**config.mk**
```make
export PLATFORM = sky130hd
export DESIGN_NAME = instr_fetch
export DESIGN_NICKNAME = d
export VERILOG_FILES = /design/src/rtl/cpu_pkg.sv /design/src/rtl/fetch_queue.sv /design/src/rtl/instr_fetch.sv
export SDC_FILE = /design/constraint.sdc
export NUM_CORES = 1
export LEC_CHECK = 0
export ABC_AREA = 1
export BUFFER_PORTS_ARGS = -buffer_cell sky130_fd_sc_hd__buf_2
export CAP_MARGIN = 20
export CORE_MARGIN = 2
export CORE_UTILIZATION = 50
export DETAILED_ROUTE_END_ITERATION = 8
export PLACE_DENSITY = 0.86
export RECOVER_POWER = 100
export SLEW_MARGIN = 20
export SYNTH_ARGS = -nofsm -noshare
export SYNTH_HDL_FRONTEND = slang
export SYNTH_SLANG_ARGS = --single-unit
```
**constraint.sdc**
```tcl
create_clock -name clk -period 5.02 [get_ports clk]
set_input_delay 1.004 -clock clk [delete_from_list [all_inputs] [get_ports clk]]
set_output_delay 1.004 -clock clk [all_outputs]
set_load 0.05 [all_outputs]
```
**src/rtl/cpu_pkg.sv**
```systemverilog
// Shared definitions for the CPU front end.
//   - Default widths for the instruction-memory address and instruction word.
//   - Fetch FSM state encoding.
//   - Bit positions of the instruction fields presented to decode.
package cpu_pkg;

  localparam int ADDR_W_DEF  = 8;
  localparam int DATA_W_DEF  = 32;
  localparam int Q_DEPTH_DEF = 2;

  typedef enum logic [1:0] {
    IDLE  = 2'd0,
    WAIT  = 2'd1,
    DRAIN = 2'd2
  } fetch_state_e;

  localparam int OPC_HI = 31;
  localparam int OPC_LO = 26;
  localparam int RS_HI  = 25;
  localparam int RS_LO  = 21;
  localparam int RT_HI  = 20;
  localparam int RT_LO  = 16;
  localparam int RD_HI  = 15;
  localparam int RD_LO  = 11;
  localparam int IMM_HI = 15;
  localparam int IMM_LO = 0;

endpackage

```
**src/rtl/fetch_queue.sv**
```systemverilog
// Two-entry FIFO holding fetched {address, instruction} pairs.
// Ports:
//   clk, reset      clock and asynchronous active-low reset
//   push, push_data write one entry (never issued when full)
//   pop             remove the head entry (ignored when empty)
//   clear           empty the queue; overrides push and pop
//   count           number of valid entries (0..2)
//   head            oldest entry; contents undefined when count==0
module fetch_queue
  import cpu_pkg::*;
#(
  parameter int ENTRY_W = ADDR_W_DEF + DATA_W_DEF
) (
  input  logic               clk,
  input  logic               reset,
  input  logic               push,
  input  logic [ENTRY_W-1:0] push_data,
  input  logic               pop,
  input  logic               clear,
  output logic [1:0]         count,
  output logic [ENTRY_W-1:0] head
);

  logic [ENTRY_W-1:0] entry0;
  logic [ENTRY_W-1:0] entry1;
  logic               do_push;
  logic               do_pop;
  logic [1:0]         count_d;

  assign do_push = push & ~clear;
  assign do_pop  = pop & ~clear & (count != 2'd0);
  assign head    = entry0;

  always_comb begin
    count_d = count;
    if (clear) begin
      count_d = 2'd0;
    end else begin
      unique case ({do_push, do_pop})
        2'b10:   count_d = count + 2'd1;
        2'b01:   count_d = count - 2'd1;
        default: count_d = count;
      endcase
    end
  end

  always_ff @(posedge clk or negedge reset) begin
    if (!reset) begin
      count <= 2'd0;
    end else begin
      count <= count_d;
    end
  end

  // Storage is not reset: consumers qualify head with count.
  always_ff @(posedge clk) begin
    if (do_pop) begin
      if (count == 2'd2) begin
        entry0 <= entry1;
      end
      if (do_push) begin
        // Pop with push: the new word lands right behind whatever survives.
        if (count == 2'd1) begin
          entry0 <= push_data;
        end else begin
          entry1 <= push_data;
        end
      end
    end else if (do_push) begin
      if (count == 2'd0) begin
        entry0 <= push_data;
      end else begin
        entry1 <= push_data;
      end
    end
  end

endmodule

```
**src/rtl/instr_fetch.sv**
```systemverilog
// Instruction fetch stage.
// Samples the PC word address, performs a req/ack read of instruction memory,
// buffers fetched words in a 2-entry queue and presents the head instruction
// with pre-split fields and a sign-extended immediate.
// Ports:
//   clk, reset            clock, asynchronous active-low reset
//   pc_addr, pc_stall     PC word address in; hold request back to the PC
//   flush                 taken branch: kills queued and in-flight fetches
//   mem_req/addr/ack/rdata instruction-memory read handshake
//   instr_valid, dec_ready queue head valid / decode consumes head
//   instr, instr_pc       head instruction and its address
//   opcode, rs, rt, rd    head fields (0 when queue empty)
//   ext_imm               sign-extended head immediate (0 when queue empty)
//   addr_err              sticky: an accepted pc_addr exceeded ADDR_W bits
module instr_fetch
  import cpu_pkg::*;
#(
  parameter int ADDR_W  = ADDR_W_DEF,
  parameter int DATA_W  = DATA_W_DEF,
  parameter int Q_DEPTH = Q_DEPTH_DEF
) (
  input  logic              clk,
  input  logic              reset,
  input  logic [31:0]       pc_addr,
  output logic              pc_stall,
  input  logic              flush,
  output logic              mem_req,
  output logic [ADDR_W-1:0] mem_addr,
  input  logic              mem_ack,
  input  logic [DATA_W-1:0] mem_rdata,
  output logic              instr_valid,
  input  logic              dec_ready,
  output logic [DATA_W-1:0] instr,
  output logic [ADDR_W-1:0] instr_pc,
  output logic [5:0]        opcode,
  output logic [4:0]        rs,
  output logic [4:0]        rt,
  output logic [4:0]        rd,
  output logic [31:0]       ext_imm,
  output logic              addr_err
);

  if (Q_DEPTH != 2) begin : g_depth_chk
    $error("instr_fetch supports only Q_DEPTH == 2");
  end

  localparam int          ENTRY_W = ADDR_W + DATA_W;
  localparam logic [1:0]  Q_FULL  = 2'(Q_DEPTH);

  function automatic logic signed [31:0] sext16(input logic signed [15:0] v);
    return {{16{v[15]}}, v};
  endfunction

  fetch_state_e       state_q;
  fetch_state_e       state_d;
  logic               req_d;
  logic               addr_ld;
  logic               accept;
  logic               q_push;
  logic               q_pop;
  logic [1:0]         q_count;
  logic [ENTRY_W-1:0] q_head;
  logic [DATA_W-1:0]  head_instr;

  assign accept   = (state_q == IDLE) & (q_count < Q_FULL) & ~flush;
  assign pc_stall = ~((state_q == IDLE) & (q_count < Q_FULL)) | flush;

  always_comb begin
    state_d = state_q;
    req_d   = mem_req;
    addr_ld = 1'b0;
    q_push  = 1'b0;
    unique case (state_q)
      IDLE: begin
        if (accept) begin
          state_d = WAIT;
          req_d   = 1'b1;
          addr_ld = 1'b1;
        end
      end
      WAIT: begin
        if (mem_ack) begin
          // A flush coinciding with the ack drops the returned word.
          state_d = IDLE;
          req_d   = 1'b0;
          q_push  = ~flush;
        end else if (flush) begin
          // Request must stay up until memory answers; answer is discarded.
          state_d = DRAIN;
        end
      end
      DRAIN: begin
        if (mem_ack) begin
          state_d = IDLE;
          req_d   = 1'b0;
        end
      end
      default: begin
        state_d = IDLE;
        req_d   = 1'b0;
      end
    endcase
  end

  always_ff @(posedge clk or negedge reset) begin
    if (!reset) begin
      state_q  <= IDLE;
      mem_req  <= 1'b0;
      mem_addr <= '0;
      addr_err <= 1'b0;
    end else begin
      state_q <= state_d;
      mem_req <= req_d;
      if (addr_ld) begin
        mem_addr <= pc_addr[ADDR_W-1:0];
        addr_err <= addr_err | (|pc_addr[31:ADDR_W]);
      end
    end
  end

  assign q_pop = instr_valid & dec_ready;

  fetch_queue #(
    .ENTRY_W (ENTRY_W)
  ) u_queue (
    .clk       (clk),
    .reset     (reset),
    .push      (q_push),
    .push_data ({mem_addr, mem_rdata}),
    .pop       (q_pop),
    .clear     (flush),
    .count     (q_count),
    .head      (q_head)
  );

  // Head outputs are forced to zero while the queue is empty.
  assign instr_valid = (q_count != 2'd0);
  assign head_instr  = instr_valid ? q_head[DATA_W-1:0] : '0;
  assign instr       = head_instr;
  assign instr_pc    = instr_valid ? q_head[ENTRY_W-1:DATA_W] : '0;
  assign opcode      = head_instr[OPC_HI:OPC_LO];
  assign rs          = head_instr[RS_HI:RS_LO];
  assign rt          = head_instr[RT_HI:RT_LO];
  assign rd          = head_instr[RD_HI:RD_LO];
  assign ext_imm     = sext16(head_instr[IMM_HI:IMM_LO]);

endmodule
```
Word level (Yosys, flattened, before mapping)
Index checks and enable logic that the tools add are counted.

storage, ports and cells
  bits of input ports = 69
  logic and storage cells = 71
  output and inout bits = 105
  register bits after elaboration = 94

operators by class
  reductions and logical operators = 12
  add/sub/neg operators = 2
  mux-type cells = 27
  equality and inequality tests = 12
  bitwise gates (word level) = 10
  $lt $le $gt $ge = 1

operators with widths
  kind                                                             count
  40-bit 2-to-1 mux                                                11
  32-bit 2-to-1 mux                                                1
  24-bit OR reduction                                              1
  2-bit 2-to-1 mux                                                 5
  8-bit 2-to-1 mux                                                 1
  1-bit bitwise AND                                                6
  2-bit by 1-bit == test with 1-bit output, second input constant  3
  2-bit == test, second input constant                             3
  1-bit 2-to-1 mux                                                 6
  2-bit != test, second input constant                             3
  2-bit case mux with 3 select lines                               1
  3-bit AND reduction                                              2
  2-bit nonzero test                                               3
  2-bit logical NOT                                                2
  2-bit by 1-bit != test with 1-bit output, second input constant  2
  2-bit case mux with 2 select lines                               1
  2-bit AND reduction                                              2
  3-bit != test, second input constant                             1
  3-bit nonzero test                                               1
  2-bit by 1-bit adder with 2-bit output, second input constant    1
  2-bit < comparator, second input constant                        1
  1-bit NOT                                                        2
  1-bit bitwise OR                                                 2
  1-bit case mux with 2 select lines                               1
  2 further kinds                                                  2

Depth between registers and ports, before layout
Gate-level depths: netlist of run 1.

  word-level depth = 7
  depth in mapped cells = 9
  mapped depth without buffers = 8

Modules after synthesis
Synthesis of run 1 repeated with hierarchy kept, for this count alone.

second synthesis, totals
  cells, all modules = 604
  area, all modules = 5167.5 µm²

modules (own cells, without submodules)
  module       sequential area each (µm²)  times used  area an instance (µm²)  cells each
  fetch_queue  2452.4                      1           3773.6                  373
  instr_fetch  300.3                       1           1393.8                  231

Worst setup path before layout of run 1
Ideal clock, no wire load.

  path kind = in2reg
  from = input port flush
  to = register u_queue.entry1[0], enable pin
  setup time = 498 ps
  path buffers = 0
  cell stages on the path = 3
  data required time = 4522 ps
  setup slack = 330 ps
  arrival = 4192 ps
  path through = inv_2 -> nand3_1 -> a211oi_1

on the way
  word-level cells in the longest chain between the ends = 5
  elaborated cells between the ends (all ways) = 9
  classes of those cells = eq/ne (2); mux (2); bitwise (4); reduce/logical (1)

ends and longest elaborated chain
  what                                                          line                                                     source
  start: declaration                                            instr_fetch.sv:26                                        input logic flush,
  1-bit NOT (*)                                                 fetch_queue.sv:30, fetch_queue.sv:31, instr_fetch.sv:86
  1-bit bitwise AND / 1-bit 2-to-1 mux (equally long branches)  fetch_queue.sv:31, instr_fetch.sv:82
  1-bit bitwise AND / 1-bit 2-to-1 mux (equally long branches)  fetch_queue.sv:31, instr_fetch.sv:73
  2-bit != test (no line), or another cell as far along         -
  3-bit AND reduction (no line) (*)                             -
  end signal: assignment                                        fetch_queue.sv:66                                        entry1 <= push_data;
  end signal: assignment                                        fetch_queue.sv:73                                        entry1 <= push_data;
  end: declaration                                              fetch_queue.sv:25                                        logic [ENTRY_W-1:0] entry1;

Mark *: on every way between the ends. The rest lies on a longest branch, timed or not.
A chain may end at the register's enable or synchronous reset.

Worst setup path in the final report of run 1
  from = register u_queue.count[1]
  to = register u_queue.entry0[18], in the netlist u_queue.head[18], enable pin

on the way
  word-level cells in the longest chain between the ends = 6
  elaborated cells between the ends (all ways) = 8
  classes of those cells = bitwise (3); reduce/logical (5)

ends and longest elaborated chain
  what                               line                                   source
  start: declaration                 fetch_queue.sv:20                      output logic [1:0] count,
  start signal: assignment           fetch_queue.sv:51                      count <= count_d;
  2-bit nonzero test                 fetch_queue.sv:31, instr_fetch.sv:137
  1-bit bitwise AND                  instr_fetch.sv:121                     assign q_pop = instr_valid & dec_ready;
  1-bit bitwise AND (2 in series)    fetch_queue.sv:31                      assign do_pop = pop & ~clear & (count != 2'd0);
  2-bit nonzero test (no line)       -
  2-bit AND reduction (no line) (*)  -
  end signal: assignment             fetch_queue.sv:59                      entry0 <= entry1;
  end signal: assignment             fetch_queue.sv:64                      entry0 <= push_data;
  end signal: assignment             fetch_queue.sv:71                      entry0 <= push_data;
  end: declaration                   fetch_queue.sv:24                      logic [ENTRY_W-1:0] entry0;

Marked as above.

==> results of run 1 <==
## layout make-up
cell class / instances / area, µm²
Sequential cell: 94 / 2750
Tap cell: 129 / 161
Clock buffer: 11 / 141
Inverter: 92 / 345
Multi-Input combinational cell: 280 / 1250
Timing Repair Buffer: 177 / 729
Fill cell: 881 / 3860
Clock inverter: 5 / 81.3
## metal layers
metal  up-vias  wire (µm)  GRT usage
li1       1876          -          -
met1      1598       4130      0.227
met2       169       4780      0.334
met3        16        826     0.0610
met4         2        131     0.0523
met5         -         15          0
## per-stage QoR
stage	power [mW]	setup WS, ns	instance area [µm²]	std cells
2_1_floorplan	2.90	0.330	4860	542
3_3_place_gp	3.11	1.84	5440	772
3_5_place_dp	3.14	1.74	5440	772
4_1_cts	3.70	1.52	5660	788
5_1_grt	3.80	0.646	5470	788
6_report	3.58	1.07	5470	788
## cells by family after synthesis
family,after synthesis,synth area share
AO/OA/AOI/OAI,96,0.102
adder cells (fa/ha/maj),6,0.0155
buffers and inverters,168,0.175
flip-flops,94,0.567
AND/OR/NAND/NOR,178,0.141
## flip-flops by register name (all words and copies together) (netlist names)
register,cells
u_queue.head,40
u_queue.entry1,40
mem_addr,8
mem_req,1
addr_err,1
state_q,2
u_queue.count,2
## worst max-delay path, stage by stage, from the launching register on
cell	delay [ns]
dfrtp_1	0.39
inv_1	0.13
ha_2	0.77
inv_1	0.24
o21ai_1	1.31
clkbuf_2	0.73
## how the worst min path moves through the flow
stage,from,to,slack [ns]
5_1_grt,mem_addr[5],u_queue.entry1[37],0.50
2_1_floorplan,state_q[0],state_q[0],0.47
3_5_place_dp,mem_addr[7],u_queue.entry1[39],0.45
3_3_place_gp,addr_err,addr_err,0.45
6_report,mem_addr[7],u_queue.entry1[39],0.48
4_1_cts,mem_addr[7],u_queue.entry1[39],0.48
## placed cells by master (no fill, tap or decap), drive strengths merged
cell type,instances
clkbuf,143
nand2,109
o21ai,94
inv,93
edfxtp,80
nor2,61
buf,45
dfrtp,14
nand3,7
ha,6
bufinv,2
a21oi,1
a211oi,1
nand4,1
clkinv,1
clkinvlp,1
## power by group through the flow
stage / combinational, mW / sequential, mW / clock, mW
2_1_floorplan: 1.68 / 1.22 / 0
5_1_grt: 2.11 / 1.10 / 0.595
4_1_cts: 2.05 / 1.08 / 0.568
3_3_place_gp: 2.02 / 1.09 / 0
3_5_place_dp: 2.04 / 1.10 / 0
6_report: 1.95 / 1.08 / 0.554
==> results_dict.tcl, run 1 <==
set metrics [dict create \
    postSynthNetCount 617 \
    hold_violations 0 \
    htreeDepth 3 \
    final_util 0.586 \
    synth_cells 542 \
    power.internal_mw 1.63 \
    synth_most_common_cell "nand2_1" \
    drtIter0Drc 122 \
    tightest_slew_ns 1.65 \
    drive_gt1_frac 0.100 \
    fmax_ghz 0.253 \
    failed_checks "max-capacitance violations, max-slew violations" \
    power.leakage_nw 2.27 \
    fin_crit_ns 3.95 \
    fin_skew_ns 0.00923 \
    core_um2 9330 \
    ys_ff_latch 94 \
    worstPathMaxFanout 43 \
    critPathCaptureType "flip-flop" \
    path_class "reg -> reg" \
    yosysWarnings 0 \
    syn_area_um2 4860 \
    synth.area.top_cells "edfxtp_1, o21ai_0, buf_4, nand2_1, dfrtp_1" \
    crit_start "u_queue.count[1]" \
    synth_commonest_cells "nand2_1, inv_1, o21ai_0" \
    cap_violations 3 \
    r2r_cells 5 \
    report.final.slew_viol_count 84 \
    slew_headroom -0.105 \
    hold_path_class "reg -> reg" \
    gp_congestion 0.826 \
    drc_errors 0 \
    syn_to_final_growth_pct 12.5 \
    ant_nets 0 \
    setup_tns_ns 0 \
    dp_hpwl_um 6990 \
    clkTransAtPathRegs_ns 0.09 \
    portBuffers 173 \
    clk_latency_ns 0.35 \
    cts-hold-fix-buffers 0 \
    pwr-share-seq 0.302 \
    rsz0062_at_grt "no" \
    async_flop_share 0.149 \
    drtPass1Iterations 4 \
    antenna_found_initial 1 \
    power_density_nw_per_um2 656 \
    syn_area_per_cell_um2 8.96 \
    grt_use_total 0.191 \
    synth_top_cell_by_area "edfxtp_1" \
    routed-via-count 3661 \
    rows 35 \
    final_nets 729 \
    ys_types 19 \
    cts_tree "done" \
    worstReg2RegStart "u_queue.count[1]" \
    yosysSeqAreaShare 0.567 \
    p_comb_frac 0.543 \
    hold_depth 0 \
    fp.dieW_um 103 \
    via_per_inst 4.65 \
    grt_overflow_total 0 \
    post_cts_buffers 0 \
    grt_max_degree 55 \
    synth_top_cell_area_share 0.495 \
    timing.rr.end "u_queue.head[18]" \
    die_y_um 103 \
    cts_buffers 9 \
    endpoint "u_queue.head[18]" \
    cts_resized 0 \
    clk_path_buf_depth 2 \
    outcome "finished, violations left" \
    crit_required_ns 5.01 \
    ff2ff_setup_slack_ns 1.07 \
    vdd_drop_max_mv 0.298 \
    wl_per_cell_um 12.5 \
    synth_edf_count 80 \
    grt_pass1_vias 3504 \
    cts_root_buffer "clkbuf_8" \
    wl_um 9890 \
    n_antenna_cell 0 \
    sw_frac_of_total 0.545 \
    cts_sinks 94 \
    io_pins 174 \
    post-route-period-util 0.787 \
    finalSetupViolations 0 \
    arrival_ns 3.94 \
    synthFlopType "edfxtp_1" \
    p_sw_mw 1.95 \
    start_util 0.521 \
    start_kind "flip-flop" \
    die_area_um2 10500 \
    power_frac_clock 0.155 \
    grt_first_pass_wirelength_um 15500 \
    whs_ns 0.479 \
]
Note: power is estimated with default switching activity, not from simulation.
==> run 2: changes to the inputs <==
--- a/config.mk
+++ b/config.mk
@@ -9,9 +9,9 @@
 export BUFFER_PORTS_ARGS = -buffer_cell sky130_fd_sc_hd__buf_2
 export CAP_MARGIN = 20
 export CORE_MARGIN = 2
-export CORE_UTILIZATION = 50
+export CORE_UTILIZATION = 45
 export DETAILED_ROUTE_END_ITERATION = 8
-export PLACE_DENSITY = 0.86
+export PLACE_DENSITY = 0.82
 export RECOVER_POWER = 100
 export SLEW_MARGIN = 20
 export SYNTH_ARGS = -nofsm -noshare
==> constraint.sdc (replaced) <==
create_clock -name clk -period 3.56 [get_ports clk]
set_input_delay 0.712 -clock clk [delete_from_list [all_inputs] [get_ports clk]]
set_output_delay 0.712 -clock clk [all_outputs]
set_load 0.05 [all_outputs]
==> run 2 against run 1 <==
The run now ends clean; combinational power rose by 43%; core utilization fell by 5.7 points; sequential power rose by 42%; power rose by 39%; non-clock buffer count rose by 4; largest power group unchanged.
==> results_dict.tcl, run 2 (synthesis gave the netlist of run 1 again) <==
set metrics [dict create \
    tightest_slew_ns 1.25 \
    drive_gt1_frac 0.173 \
    clkTransAtPathRegs_ns 0.09 \
    final_cell_mix "nand2_1, o21ai_0, inv_1" \
    clk_latency_ns 0.37 \
    dp_slack_ns 0.767 \
    fin_skew_ns 0.0107 \
    start_kind "flip-flop" \
    wl_um 9960 \
    fin_ws_ns 0.361 \
    clk_path_buf_depth 2 \
    ant_nets 0 \
    cts_resized 0 \
    critPathCaptureType "output port" \
    gp_congestion 0.790 \
    grt_overflow_total 0 \
    antenna_found_initial 1 \
    fp.dieW_um 108 \
    met3_usage 0.0448 \
    post-route-period-util 0.899 \
    final_common_cell "nand2_1" \
    stdcell_count 800 \
    final_nets 733 \
    rows 37 \
    arrival_ns 2.49 \
    htreeDepth 3 \
    p_comb_frac 0.561 \
    placed_area_um2 5480 \
    dp_hpwl_um 7220 \
    placedCellCount 783 \
    cts_tree "done" \
    power.internal_mw 2.22 \
    path_class "reg -> out" \
    cts_root_buffer "clkbuf_8" \
    core_um2 10400 \
    vdd_drop_max_mv 0.473 \
    power.leakage_nw 2.40 \
    cts_sinks 94 \
    finalSetupViolations 0 \
    gr-max-usage-layer "met2" \
    grt_use_total 0.173 \
    fin_crit_ns 3.20 \
    report.final.slew_viol_count 0 \
    drtIter0Drc 186 \
    pwr-share-seq 0.306 \
    start_util 0.466 \
    stdcell_area_um2 5510 \
    met1_usage 0.215 \
    grt_pass1_vias 3446 \
    rsz0062_at_grt "no" \
    syn_to_final_growth_pct 13.5 \
    via_per_inst 4.66 \
    portBuffers 173 \
    p_sw_mw 2.76 \
    cap_violations 0 \
    hold_violations 0 \
    fmax_ghz 0.313 \
    grtUsageMet2 0.291 \
    grt_max_degree 49 \
    wl_per_cell_um 12.5 \
    io_pins 174 \
    power_frac_clock 0.133 \
    worstPathMaxFanout 32 \
    power_density_nw_per_um2 904 \
    outcome "completed" \
    cts-hold-fix-buffers 0 \
    slew_headroom 0.169 \
    drtPass1Iterations 4 \
    post_cts_buffers 0 \
    power_mw 4.98 \
    drc_errors 0 \
    hold_path_class "in -> async" \
    setup_tns_ns 0 \
    grt_first_pass_wirelength_um 15700 \
    die_area_um2 11600 \
    sw_frac_of_total 0.555 \
    crit_required_ns 2.85 \
    routed-via-count 3724 \
    die_y_um 108 \
    cts_buffers 9 \
]
run 2: per-stage QoR:
| stage | utilization | hold WS, ns |
|---|---|---|
| 2_1_floorplan | - | 0.416 |
| 3_3_place_gp | 0.526 | 0.448 |
| 3_5_place_dp | 0.526 | 0.458 |
| 4_1_cts | 0.544 | 0.227 |
| 5_1_grt | 0.529 | 0.448 |
| 6_report | 0.529 | 0.401 |
run 2: layout make-up:
type                            instances  area, µm²
Antenna cell                            1       2.50
Timing Repair Buffer                  181        800
Clock buffer                           11        151
Clock inverter                          5       33.8
Tap cell                              136        170
Multi-Input combinational cell        280       1260
Fill cell                            1020       4900
Sequential cell                        94       2750
Inverter                               92        345
run 2: worst max-delay path: stages (launching register included):
cell	delay (ns)
dfrtp_1	0.41
inv_1	0.09
ha_2	0.40
nor2_1	0.79
clkbuf_2	0.41
run 2: path summary, 6_finish.rpt:
path,startpoint,to,slack (ns),cells past startpoint
max reg2reg,u_queue.count[0],u_queue.head[10],0.43,7
min in group clk,addr_err,addr_err,0.48,2
min,reset,mem_req,0.40,1
max,u_queue.count[0],ext_imm[20],0.36,4
max in group asynchronous,reset,mem_addr[6],2.66,1
min reg2reg,addr_err,addr_err,0.48,2
run 2: layer usage:
layer  wire, µm  vias to the layer above
met2       4870                      140
met1       4350                     1686
met5          0                        -
met4        121                        0
met3        612                       11
li1           -                     1887
run 2: power groups by stage:
stage               combinational (mW)  clock [mW]  sequential, mW
global route                      3.01       0.720            1.54
global placement                  2.87           0            1.54
finish                            2.79       0.661            1.53
floorplan                         2.37           0            1.71
detailed placement                2.91           0            1.55
CTS                               2.92       0.680            1.52
==> run 3: changes to the inputs <==
==> constraint.sdc (replaced) <==
create_clock -name clk -period 2.8 [get_ports clk]
set_input_delay 0.56 -clock clk [delete_from_list [all_inputs] [get_ports clk]]
set_output_delay 0.56 -clock clk [all_outputs]
set_load 0.05 [all_outputs]
==> run 3 against run 2 <==
Count of clock-buffer cells in the layout grew 1; sequential share of layout area shrank 0.59 points; critical path depth grew 1; via count grew 1.7%; power grew 30%; first-iteration DRC count grew 43%; clock skew grew 0.00079 ns; cell count grew 0.13%; die area is the same; non-clock buffer count grew 1; clock power grew 36%; critical path type unchanged; highest routed layer is now met5.
==> results_dict.tcl, run 3 (synthesis gave the netlist of run 1 again) <==
set metrics [dict create \
    outcome "completed" \
    syn_to_final_growth_pct 14.8 \
    grt_max_degree 53 \
    htreeDepth 3 \
    placed_area_um2 5500 \
    io_pins 174 \
    start_kind "flip-flop" \
    clkTransAtPathRegs_ns 0.09 \
    worstPathMaxFanout 15 \
    rows 37 \
    crit_required_ns 2.24 \
    routed-via-count 3786 \
    final_common_cell "nand2_1" \
    cts_tree "done" \
    cts_resized 0 \
    grt_overflow_total 0 \
    final_util 0.535 \
    cts-hold-fix-buffers 0 \
    m1WireLength_um 4300 \
    post-route-period-util 0.952 \
    rsz0062_at_grt "no" \
    tightest_slew_ns 0.869 \
    drive_gt1_frac 0.218 \
    slew_headroom 0.421 \
    via_per_inst 4.73 \
    power.leakage_nw 2.52 \
    vdd_drop_max_mv 0.779 \
    core_um2 10400 \
    report.final.slew_viol_count 0 \
    fin_ws_ns 0.135 \
    antenna_found_initial 2 \
    grt_first_pass_wirelength_um 16500 \
    clk_latency_ns 0.37 \
    top_layer "met5" \
    dp_hpwl_um 7490 \
    cap_violations 0 \
    ant_nets 0 \
    fin_crit_ns 2.67 \
    drtIter0Drc 266 \
    placedCellCount 784 \
    portBuffers 173 \
    crit_chain "inv_1 > ha_2 > clkbuf_2 > nor2_1 > clkbuf_2" \
    final_cell_mix "nand2_1, o21ai_0, inv_1" \
    crit_top_cell "clkbuf_2" \
    cts_buffers 9 \
    stdcell_area_um2 5580 \
    dp_slack_ns 0.605 \
    finalSetupViolations 0 \
    fmax_ghz 0.375 \
    power_density_nw_per_um2 1160 \
    stdcell_count 801 \
    drtPass1Iterations 4 \
    die_y_um 108 \
    fin_skew_ns 0.0115 \
    slowest_stage "dfrtp_1" \
    grt_use_total 0.183 \
    grt_pass1_vias 3599 \
    gp_congestion 0.744 \
    drc_errors 0 \
    die_area_um2 11600 \
    fp.dieW_um 108 \
    wl_um 10400 \
    critPathCaptureType "output port" \
    path_class "reg -> out" \
    wl_per_cell_um 13.0 \
    cts_sinks 94 \
    dr_wl_met3_um 761 \
    start_util 0.466 \
    final_nets 734 \
    slowest_delay_ns 0.41 \
    setup_tns_ns 0 \
    clk_path_buf_depth 2 \
    hold_violations 0 \
    hold_path_class "in -> async" \
    route.met2.wl_um 5170 \
    cts_root_buffer "clkbuf_8" \
    post_cts_buffers 0 \
    arrival_ns 2.11 \
]
[run 3: path summary, 6_finish.rpt]
kind,startpoint,cells past startpoint,slack (ns),endpoint
max,u_queue.count[1],5,0.13,ext_imm[0]
min,reset,1,0.23,mem_addr[2]
max reg2reg,u_queue.count[0],7,0.29,u_queue.head[15]
min reg2reg,addr_err,2,0.48,addr_err
max in group asynchronous,reset,1,2.08,mem_addr[5]
min in group clk,mem_rdata[7],1,0.38,u_queue.entry1[7]
[run 3: per-layer routing]
layer	vias up	global-route usage
met5	-	0
met4	2	0.0742
met3	16	0.0496
met2	177	0.325
met1	1700	0.208
li1	1891	-
[run 3: layout make-up]
class / count / area (µm²)
timing repair buffer: 182 / 856
sequential: 94 / 2750
antenna: 1 / 2.50
multi-input combinational: 280 / 1260
tap: 136 / 170
clock inverter: 4 / 46.3
clock buffer: 12 / 145
fill: 965 / 4840
inverter: 92 / 345
[run 3: stage by stage]
stage               power, mW  hold slack (ns)
floorplan                5.19            0.264
global placement         5.63            0.451
detailed placement       5.72            0.456
CTS                      6.62           0.0659
global route             6.86            0.281
finish                   6.48            0.229
[run 3: report_power, final]
group	total [mW]	internal [mW]	switching [mW]	leakage, nW
combinational	3.64	0.666	2.97	1.52
clock	0.897	0.434	0.463	0.0940
sequential	1.94	1.84	0.0987	0.905
total	6.48	2.94	3.54	2.52
[run 3: worst max-delay path, delay by kind of cell (launching register included)]
family / cells / cell delay, ns
buffers and inverters: 3 / 0.80
flip-flops: 1 / 0.41
adder cells (fa/ha/maj): 1 / 0.39
AND/OR/NAND/NOR: 1 / 0.12
